<file path="src/rtl/mem_pkg.sv">
// Shared definitions for the memory-port controller and the arbiter above it.
//   mem_req_t   : one tagged request as it travels between blocks
//   mem_state_e : controller FSM states
//   RW_READ/RW_WRITE : encoding of the request direction bit
package mem_pkg;

  localparam int MEM_CORE_W = 2;

  localparam logic RW_READ  = 1'b0;
  localparam logic RW_WRITE = 1'b1;

  typedef struct packed {
    logic [63:0]           addr;
    logic [63:0]           wdata;
    logic                  write;
    logic [MEM_CORE_W-1:0] core;
  } mem_req_t;

  typedef enum logic [1:0] {
    IDLE,
    WAIT,
    RESP
  } mem_state_e;

endpackage

</file>
<file path="src/rtl/mem_port_ctrl_fifo.sv">
// Small synchronous FIFO with asynchronous (combinational) head read so the
// consumer can act on the head entry in the same cycle it pops it.
// Ports:
//   clock, reset       : rising-edge clock, synchronous active-high reset
//   push, din          : write din when push and not full
//   pop, dout          : dout is the current head; pop advances it when not empty
//   full, empty, count : occupancy, all derived from the registered count
module sync_fifo #(
  parameter int WIDTH = 8,
  parameter int DEPTH = 4
) (
  input  logic                     clock,
  input  logic                     reset,
  input  logic                     push,
  input  logic                     pop,
  input  logic [WIDTH-1:0]         din,
  output logic [WIDTH-1:0]         dout,
  output logic                     full,
  output logic                     empty,
  output logic [$clog2(DEPTH):0]   count
);

  localparam int AW = $clog2(DEPTH);

  logic [WIDTH-1:0] mem_q [DEPTH];
  logic [AW-1:0]    wr_ptr_q;
  logic [AW-1:0]    rd_ptr_q;
  logic [AW:0]      count_q;
  logic             push_ok;
  logic             pop_ok;

  assign full    = (count_q == (AW+1)'(DEPTH));
  assign empty   = (count_q == '0);
  assign count   = count_q;
  assign dout    = mem_q[rd_ptr_q];
  assign push_ok = push & ~full;
  assign pop_ok  = pop & ~empty;

  // Storage carries no reset; only the pointers define what is valid.
  always_ff @(posedge clock) begin
    if (push_ok) begin
      mem_q[wr_ptr_q] <= din;
    end
  end

  // DEPTH is a power of two, so pointers wrap by natural overflow.
  always_ff @(posedge clock) begin
    if (reset) begin
      wr_ptr_q <= '0;
      rd_ptr_q <= '0;
      count_q  <= '0;
    end else begin
      if (push_ok) wr_ptr_q <= wr_ptr_q + AW'(1);
      if (pop_ok)  rd_ptr_q <= rd_ptr_q + AW'(1);
      case ({push_ok, pop_ok})
        2'b10:   count_q <= count_q + (AW+1)'(1);
        2'b01:   count_q <= count_q - (AW+1)'(1);
        default: count_q <= count_q;
      endcase
    end
  end

endmodule

</file>
<file path="src/rtl/mem_port_ctrl.sv">
// Memory-port controller: queues tagged requests from the arbiter and plays
// them one at a time onto a req/ack memory port, returning tagged read data
// (or a timeout error) in order.
// Ports:
//   clock, reset                      : clock, synchronous active-high reset
//   req_valid/req_ready + req_*       : upstream request handshake and payload
//   resp_valid/resp_ready + resp_*    : read response handshake, data, tag, error
//   mem_req/mem_ack + mem_*           : external memory port (strobe held until ack)
//   busy                              : queued work or a transaction in progress
module mem_port_ctrl
  import mem_pkg::*;
#(
  parameter int NCORES  = 4,
  parameter int CORE_W  = 2,
  parameter int DEPTH   = 4,
  parameter int TIMEOUT = 255
) (
  input  logic              clock,
  input  logic              reset,
  input  logic              req_valid,
  output logic              req_ready,
  input  logic [63:0]       req_addr,
  input  logic [63:0]       req_wdata,
  input  logic              req_write,
  input  logic [CORE_W-1:0] req_core,
  output logic              resp_valid,
  input  logic              resp_ready,
  output logic [63:0]       resp_data,
  output logic [CORE_W-1:0] resp_core,
  output logic              resp_err,
  output logic              mem_req,
  output logic [63:0]       mem_addr,
  output logic [63:0]       mem_wdata,
  output logic              mem_rw,
  input  logic              mem_ack,
  input  logic [63:0]       mem_rdata,
  output logic              busy
);

  if (CORE_W != $clog2(NCORES)) begin : g_core_w_check
    $error("mem_port_ctrl: CORE_W must equal clog2(NCORES)");
  end
  if ((DEPTH < 2) || ((DEPTH & (DEPTH - 1)) != 0)) begin : g_depth_check
    $error("mem_port_ctrl: DEPTH must be a power of two, at least 2");
  end

  localparam int ENTRY_W = 64 + 64 + 1 + CORE_W;
  localparam int AW      = $clog2(DEPTH);
  // Counter holds the number of WAIT cycles already completed, so the
  // TIMEOUT-th WAIT cycle is the one where it reads TIMEOUT-1.
  localparam logic [7:0] TMO_LAST = 8'(TIMEOUT - 1);

  logic [ENTRY_W-1:0] push_entry;
  logic [ENTRY_W-1:0] head_entry;
  logic               fifo_full;
  logic               fifo_empty;
  logic [AW:0]        fifo_count;
  logic               fifo_push;
  logic               fifo_pop;

  logic [63:0]        head_addr;
  logic [63:0]        head_wdata;
  logic               head_write;
  logic [CORE_W-1:0]  head_core;

  mem_state_e         state_q;
  logic [7:0]         tmo_cnt_q;
  logic [CORE_W-1:0]  tag_q;
  logic               mem_req_q;
  logic [63:0]        mem_addr_q;
  logic [63:0]        mem_wdata_q;
  logic               mem_rw_q;
  logic               resp_valid_q;
  logic [63:0]        resp_data_q;
  logic [CORE_W-1:0]  resp_core_q;
  logic               resp_err_q;

  // Ready comes from the registered occupancy only; held low while in reset.
  assign req_ready  = ~reset & ~fifo_full;
  assign fifo_push  = req_valid & req_ready;
  assign fifo_pop   = (state_q == IDLE) & ~fifo_empty;
  assign push_entry = {req_addr, req_wdata, req_write, req_core};

  assign head_addr  = head_entry[ENTRY_W-1 -: 64];
  assign head_wdata = head_entry[CORE_W+64 -: 64];
  assign head_write = head_entry[CORE_W];
  assign head_core  = head_entry[CORE_W-1:0];

  sync_fifo #(
    .WIDTH (ENTRY_W),
    .DEPTH (DEPTH)
  ) u_fifo (
    .clock (clock),
    .reset (reset),
    .push  (fifo_push),
    .pop   (fifo_pop),
    .din   (push_entry),
    .dout  (head_entry),
    .full  (fifo_full),
    .empty (fifo_empty),
    .count (fifo_count)
  );

  always_ff @(posedge clock) begin
    if (reset) begin
      state_q      <= IDLE;
      tmo_cnt_q    <= '0;
      tag_q        <= '0;
      mem_req_q    <= 1'b0;
      mem_addr_q   <= '0;
      mem_wdata_q  <= '0;
      mem_rw_q     <= RW_READ;
      resp_valid_q <= 1'b0;
      resp_data_q  <= '0;
      resp_core_q  <= '0;
      resp_err_q   <= 1'b0;
    end else begin
      case (state_q)
        IDLE: begin
          // The head is popped this cycle and presented on the port at the edge.
          if (!fifo_empty) begin
            mem_addr_q  <= head_addr;
            mem_wdata_q <= head_wdata;
            mem_rw_q    <= head_write;
            tag_q       <= head_core;
            mem_req_q   <= 1'b1;
            tmo_cnt_q   <= '0;
            state_q     <= WAIT;
          end
        end
        WAIT: begin
          // Ack is tested first so it wins over a same-cycle timeout.
          if (mem_ack) begin
            mem_req_q <= 1'b0;
            if (mem_rw_q == RW_READ) begin
              resp_data_q  <= mem_rdata;
              resp_core_q  <= tag_q;
              resp_err_q   <= 1'b0;
              resp_valid_q <= 1'b1;
              state_q      <= RESP;
            end else begin
              state_q <= IDLE;
            end
          end else if (tmo_cnt_q == TMO_LAST) begin
            mem_req_q <= 1'b0;
            if (mem_rw_q == RW_READ) begin
              resp_data_q  <= '0;
              resp_core_q  <= tag_q;
              resp_err_q   <= 1'b1;
              resp_valid_q <= 1'b1;
              state_q      <= RESP;
            end else begin
              state_q <= IDLE;
            end
          end else begin
            tmo_cnt_q <= tmo_cnt_q + 8'd1;
          end
        end
        RESP: begin
          if (resp_ready) begin
            resp_valid_q <= 1'b0;
            state_q      <= IDLE;
          end
        end
        default: state_q <= IDLE;
      endcase
    end
  end

  assign mem_req    = mem_req_q;
  assign mem_addr   = mem_addr_q;
  assign mem_wdata  = mem_wdata_q;
  assign mem_rw     = mem_rw_q;
  assign resp_valid = resp_valid_q;
  assign resp_data  = resp_data_q;
  assign resp_core  = resp_core_q;
  assign resp_err   = resp_err_q;
  assign busy       = (fifo_count != '0) | (state_q != IDLE);

endmodule

</file>
<file path="config.mk">
export PLATFORM = sky130hd
export DESIGN_NAME = mem_port_ctrl
export DESIGN_NICKNAME = d
export VERILOG_FILES = /design/src/rtl/mem_pkg.sv /design/src/rtl/mem_port_ctrl_fifo.sv /design/src/rtl/mem_port_ctrl.sv
export SDC_FILE = /design/constraint.sdc
export NUM_CORES = 1
export LEC_CHECK = 0
export ABC_AREA = 1
export CAP_MARGIN = 10
export CORE_ASPECT_RATIO = 1.1
export CORE_MARGIN = 3
export CORE_UTILIZATION = 25
export DETAILED_ROUTE_END_ITERATION = 6
export HOLD_SLACK_MARGIN = 0.12
export PLACE_DENSITY_LB_ADDON = 0.15
export SYNTH_ARGS = -nofsm -noshare
export SYNTH_HDL_FRONTEND = slang
export SYNTH_HIERARCHICAL = 1
export SYNTH_SLANG_ARGS = --single-unit
</file>
<file path="constraint.sdc">
create_clock -name clock -period 13.6 [get_ports clock]
set_input_delay 3.4 -clock clock [delete_from_list [all_inputs] [get_ports clock]]
set_output_delay 3.4 -clock clock [all_outputs]
set_load 0.02 [all_outputs]
</file>
==> results of run 1 <==
## power breakdown
part           switching, W  internal [W]
registers          0.000177       0.00272
clock network      0.000919       0.00143
logic               0.00141      0.000761
total               0.00250       0.00492
## cells by family (layout without fill, tap and decap cells)
kind of cell               count (synthesis)  in the layout  share of synthesized area (%)
and+or+nand+nor                          764            764                           10.6
AOI/OAI and AO/OA                        610            610                           11.7
DFF                                      743            743                           73.2
buffers and inverters                    188            616                           3.85
other                                      0             11                              0
xor gates and xnor gates                   3              3                         0.0956
adders and majority gates                 11             11                          0.528
## final cells by class
cell class | count | area (um^2)
diodes | 11 | 27.5
clock buffers | 133 | 2640
clock inverters | 28 | 312
fillers | 10700 | 72600
inverters | 37 | 156
multi-input cells | 1388 | 6360
flip-flops and latches | 743 | 20100
well taps | 1408 | 1760
repair buffers | 418 | 4190
## metal layers
layer | track usage [%] | wire length [um] | up-vias
li1 | - | - | 8929
met1 | 17.2 | 35100 | 9129
met2 | 24.0 | 39700 | 479
met3 | 4.05 | 5570 | 124
met4 | 4.48 | 1880 | 16
met5 | 0 | 100 | -
## state kept, by name, indices dropped and copies added (netlist names), named ones only
signal,cells
mem_addr,64
mem_req,1
mem_rw,1
mem_wdata,64
resp_core,2
resp_data,64
resp_err,1
resp_valid,1
state_q,2
tag_q,2
tmo_cnt_q,8
u_fifo/count,3
u_fifo/mem_q,524
u_fifo/rd_ptr_q,2
u_fifo/wr_ptr_q,2
## path summary, 6_finish.rpt
path	start	end	slack, ns	depth (start not counted)
worst max-delay path	reset	req_ready	5.35	4
worst min-delay path	resp_data[43]$_SDFFE_PP0P_	resp_data[43]$_SDFFE_PP0P_	0.46	2
worst max register to register	flip-flop	mem_wdata[36]$_SDFFE_PP0P_	10.34	7
worst min register to register	resp_data[43]$_SDFFE_PP0P_	resp_data[43]$_SDFFE_PP0P_	0.46	2
## through the flow
step	cells	utilization [%]	hold WS, ns
finish	4166	32.9	0.460
global route	4160	32.9	0.473
CTS	4154	32.9	0.460
detailed placement	3993	30.1	0.451
global placement	3993	30.1	0.449
floorplan	2319	-	0.456
## critical path: stages
cell	delay, ns
buf_2	0.08
buf_4	0.70
nor2_1	0.07
clkdlybuf4s50_1	0.57
## layout by cell type (no fill, tap or decap), drive strengths merged, types with 10 or more instances in the layout
master / count
dfxtp: 219
edfxtp: 524
o21ai: 397
o22ai: 131
diode: 11
nor2: 557
buf: 20
clkdlybuf4s50: 398
clkinv: 15
nand2: 182
clkbuf: 133
inv: 39
nand3: 17
a21oi: 80
ha: 10
==> metrics.txt, run 1 <==
dpl cell area=32600 um^2; Detail Route Antenna Nets=0; max cap viols=0; YS warnings=6; CTS buffer count=87; initial antenna violation count=23; largest net degree at the start of global routing=132; drt wl/cell=19.8 um; starting density of the core=25.4%; Die ar.=114000 um^2; crit path launch type=input pin; FP Rows=126; Slew HR=22.6%; fraction of layout cells with a size suffix above 1=6.55%; CTS tree=built; asr flop ratio synth=0%; Synth Instances=2319; clk buf depth=3; initial DRC count=984; critical path class=input pin to output pin; final wirelength=82.3 mm; post-place setup slack=5.34 ns; first-pass GRT wire length=121 mm; Leak=11.8 nW; clock sinks=743; H-tree lvl count=3; Reg clk slew, reported paths=0.05 ns; pins over their slew limit=0; All-Layer GR Usage=14.1%; Fin Setup TNS=0 ns; worst slew pin tran=1.16 ns; pwr/cell area=209 nW/um^2; Worst Slack Setup Final=5.35 ns; Final Hold Viols=0; RSZ-0062 raised after global routing=false; post-CTS sizing=0; die width=322 um; CORE AREA=108000 um^2; Final period util=60.7%; critical path arrival=4.85 ns; Synth Register Bits=743; IO buf count=399; grt ovf=0; number of I/O pins=400; worst-path fanout max=82; top cell type by total area after synthesis=edfxtp_1; top cell type's share of synthesized area=57.2%; Setup Skew=0.0301 ns; Mapped Avg Cell Area=11.9 um^2; Layout area overhead=29.4%; number of distinct library cells after synthesis=34; WP data required=10.20 ns; status=complete, no violations; via/cell ratio=4.48; Synth Flop Type=edfxtp_1; Die Height=354 um; Mapped Area=27500 um^2; drt drc=0; top-count cell post-synth=nor2_1; number of enable flip-flop cells after synthesis=524; DR vias=18700; Max Clk Rate=0.121 GHz; Clock Latency Late Sink=0.65 ns; synth cell count leaders=nor2_1 (556), edfxtp_1 (524), o21ai_0 (325), dfxtp_1 (219), nand2_1 (179); Power Total=0.00742 W; Max VDD drop=0.215 mV; DRT Pass-1 Iters=7; RD Place Congestion=0.768; Post-layout nets=2886; synth top area cells=edfxtp_1 (57%), dfxtp_1 (16%), nor2_1 (7.6%); vias in the first global route=19100; hpwl dp=45.0 mm; setup violators final=0; HP Class=flip-flop to flip-flop; hold buffer count at CTS=0; syn_nets=2530; Setup Fix Bufs, Post-CTS=0; post-route minimum period=8.25 ns; sequential element share of the synthesized area=73.2%; Setup crit end kind=output pin; final instance area=35600 um^2; root buffer cell=clkbuf_16
(Power assumes the default switching activity.)
==> inputs of run 2 (changes only) <==
==> constraint.sdc (replaced) <==
create_clock -name clock -period 8.2 [get_ports clock]
set_input_delay 2.05 -clock clock [delete_from_list [all_inputs] [get_ports clock]]
set_output_delay 2.05 -clock clock [all_outputs]
set_load 0.02 [all_outputs]
==> run 2 against run 1 <==
First-iteration DRC count increased by 2.8%; combinational power rose by 66%; clock power is 66% higher; worst hold slack improved by 0.0011 ns; critical path type unchanged; critical endpoint unchanged; largest power group unchanged.
==> metrics.txt, run 2 (synthesis results as in run 1) <==
Layout area overhead=29.3% (was 29.4%); setup violators final=0 (unchanged); post-route minimum period=5.59 ns; worst slew pin tran=1.42 ns (was 1.16 ns); clock sinks=743 (unchanged); Max VDD drop=0.158 mV (was 0.215 mV); post-CTS sizing=0 (unchanged); fraction of layout cells with a size suffix above 1=6.37% (was 6.55%); Fin Hold WS=0.461 ns (was 0.460 ns); pins over their slew limit=0 (unchanged); die width=322 um (unchanged); status=complete, no violations (unchanged); critical path class=input pin to output pin (unchanged); Critical Path Slowest Stage Cell=buf_4 (unchanged); critical path arrival=3.54 ns (was 4.85 ns); vias in the first global route=18900 (was 19100); Setup crit end kind=output pin (unchanged); initial antenna violation count=18 (was 23); Final Hold Viols=0 (unchanged); pwr/cell area=346 nW/um^2 (was 209 nW/um^2); Flop pwr share=39.1% (about the same); Setup Fix Bufs, Post-CTS=0 (unchanged); min-delay src=resp_data[36]$_SDFFE_PP0P_ (was resp_data[43]$_SDFFE_PP0P_); IO buf count=399 (unchanged); FP Rows=126 (unchanged); CTS tree=built (unchanged); CTS buffer count=85 (was 87); first-pass GRT wire length=120 mm (was 121 mm); grt ovf=0 (unchanged); met3 WL=5.04 mm (was 5.57 mm); Clock Power Share=31.6% (was 31.7%); Leak=11.8 nW (about the same); Post-layout nets=2886 (unchanged); DR vias=18700 (about the same); root buffer cell=clkbuf_16 (unchanged); max reg flops=524 (unchanged); Slew HR=5.36% (was 22.6%); starting density of the core=25.4% (unchanged); max cap viols=0 (unchanged); Setup Skew=0.0288 ns (was 0.0301 ns); clk buf depth=3 (unchanged); Clock Latency Late Sink=0.65 ns (about the same); RSZ-0062 raised after global routing=false (unchanged); Worst Slack Setup Final=2.61 ns (was 5.35 ns); CORE AREA=108000 um^2 (unchanged); Int Power=0.00815 W (was 0.00492 W); met1 WL=35.1 mm (about the same); Psw=0.00415 W (was 0.00250 W); met2 wire len=39.2 mm (was 39.7 mm); slowest cell delay on critical path=0.68 ns (was 0.70 ns); Reg clk slew, reported paths=0.05 ns (about the same); worst reg2reg setup slack=5.10 ns (was 10.34 ns); initial DRC count=1012 (was 984); All-Layer GR Usage=13.9% (was 14.1%); # fillers=10700 (about the same); drt wl/cell=19.5 um (was 19.8 um); via/cell ratio=4.48 (about the same); commonest non-fill, non-tap cell in the layout=nor2_1 (unchanged); R2R Path Start=u_fifo/count[1]$_SDFFE_PP0P_; final wirelength=81.2 mm (was 82.3 mm); post-place setup slack=2.58 ns (was 5.34 ns); Reg with most FFs=u_fifo/mem_q (unchanged); worst-path fanout max=82 (unchanged); WP data required=6.15 ns (was 10.20 ns); drt drc=0 (unchanged); combinational share of power=29.3% (was 29.2%); hold buffer count at CTS=0 (unchanged); RD Place Congestion=0.746 (was 0.768); Max Clk Rate=0.179 GHz; worst r2r path cells=7 (unchanged); Detail Route Antenna Nets=0 (unchanged); Worst Hold Path Cells=2 (unchanged); most frequent cells in the layout=nor2_1 (552), edfxtp_1 (524), clkdlybuf4s50_1 (398) (unchanged); Sw Share=33.7% (about the same); Final period util=68.1%; hpwl dp=44.9 mm (was 45.0 mm); largest net degree at the start of global routing=132 (unchanged); HP Class=flip-flop to flip-flop (unchanged); Die ar.=114000 um^2 (unchanged); crit path launch type=input pin (unchanged); DRT Pass-1 Iters=5 (was 7); Hold EP=resp_data[36]$_SDFFE_PP0P_ (was resp_data[43]$_SDFFE_PP0P_); Die Height=354 um (unchanged); Highest Signal Layer=met5 (unchanged); number of I/O pins=400 (unchanged); crit-path cells=buf_2 > buf_4 > nor2_1 > clkdlybuf4s50_1 (unchanged); reg2reg end=u_fifo/mem_q[2][129]$_DFFE_PP_ (was mem_wdata[36]$_SDFFE_PP0P_); H-tree lvl count=3 (unchanged)
-- run 2: cell types whose count changed in the layout (fill, tap and decap cells not counted) --
cell        before  now
clkinv_1         0    6
clkinvlp_4       6    4
clkinv_2        12   15
clkbuf_8        18   11
clkbuf_16       92   89
inv_4            3    2
buf_4           14   16
clkbuf_4         1    0
bufinv_16        5    9
-- run 2: power by group through the flow --
stage	sequential [W]	combinational (W)	clock, W
floorplan	0.00522	0.00185	0
global route	0.00488	0.00401	0.00419
CTS	0.00484	0.00371	0.00403
global placement	0.00490	0.00366	0
detailed placement	0.00492	0.00369	0
finish	0.00482	0.00360	0.00389
-- run 2: critical path: cells and delay by family --
kind / cells / cell delay (ns)
buffers and inverters: 3 / 1.34
AND/OR/NAND/NOR: 1 / 0.12
-- run 2: worst max-delay path by stage --
| stage | from | endpoint | slack [ns] |
|---|---|---|---|
| finish | reset | req_ready | 2.61 |
| global route | reset | req_ready | 2.51 |
| CTS | reset | req_ready | 2.58 |
| detailed placement | reset | req_ready | 2.58 |
| global placement | reset | req_ready | 2.63 |
| floorplan | reset | u_fifo/mem_q[0][0]$_DFFE_PP_ | -0.76 |
-- run 2: routing by layer --
metal / GRT usage, % / vias to the layer above
met2: 23.7 / 464
met1: 17.2 / 9148
met5: 0 / -
met4: 4.54 / 10
met3: 3.44 / 102
li1: - / 8946
-- run 2: layout make-up --
| class | count | area [um^2] | share of cell area [%] |
|---|---|---|---|
| multi-input cells | 1388 | 6360 | 17.9 |
| flip-flops and latches | 743 | 20100 | 56.6 |
| diodes | 11 | 27.5 | 0.0774 |
| well taps | 1408 | 1760 | 4.96 |
| repair buffers | 420 | 4210 | 11.8 |
| inverters | 37 | 156 | 0.440 |
| clock inverters | 38 | 448 | 1.26 |
| clock buffers | 122 | 2460 | 6.92 |
-- run 2: through the flow --
stage | power [W] | cell area (um^2) | std cells | setup TNS [ns] | util (%)
detailed placement | 0.00861 | 32600 | 3995 | 0 | 30.1
global route | 0.0131 | 35500 | 4160 | 0 | 32.9
floorplan | 0.00707 | 27500 | 2319 | -400.32 | -
CTS | 0.0126 | 35500 | 4155 | 0 | 32.8
finish | 0.0123 | 35500 | 4167 | 0 | 32.9
global placement | 0.00856 | 32600 | 3995 | 0 | 30.1
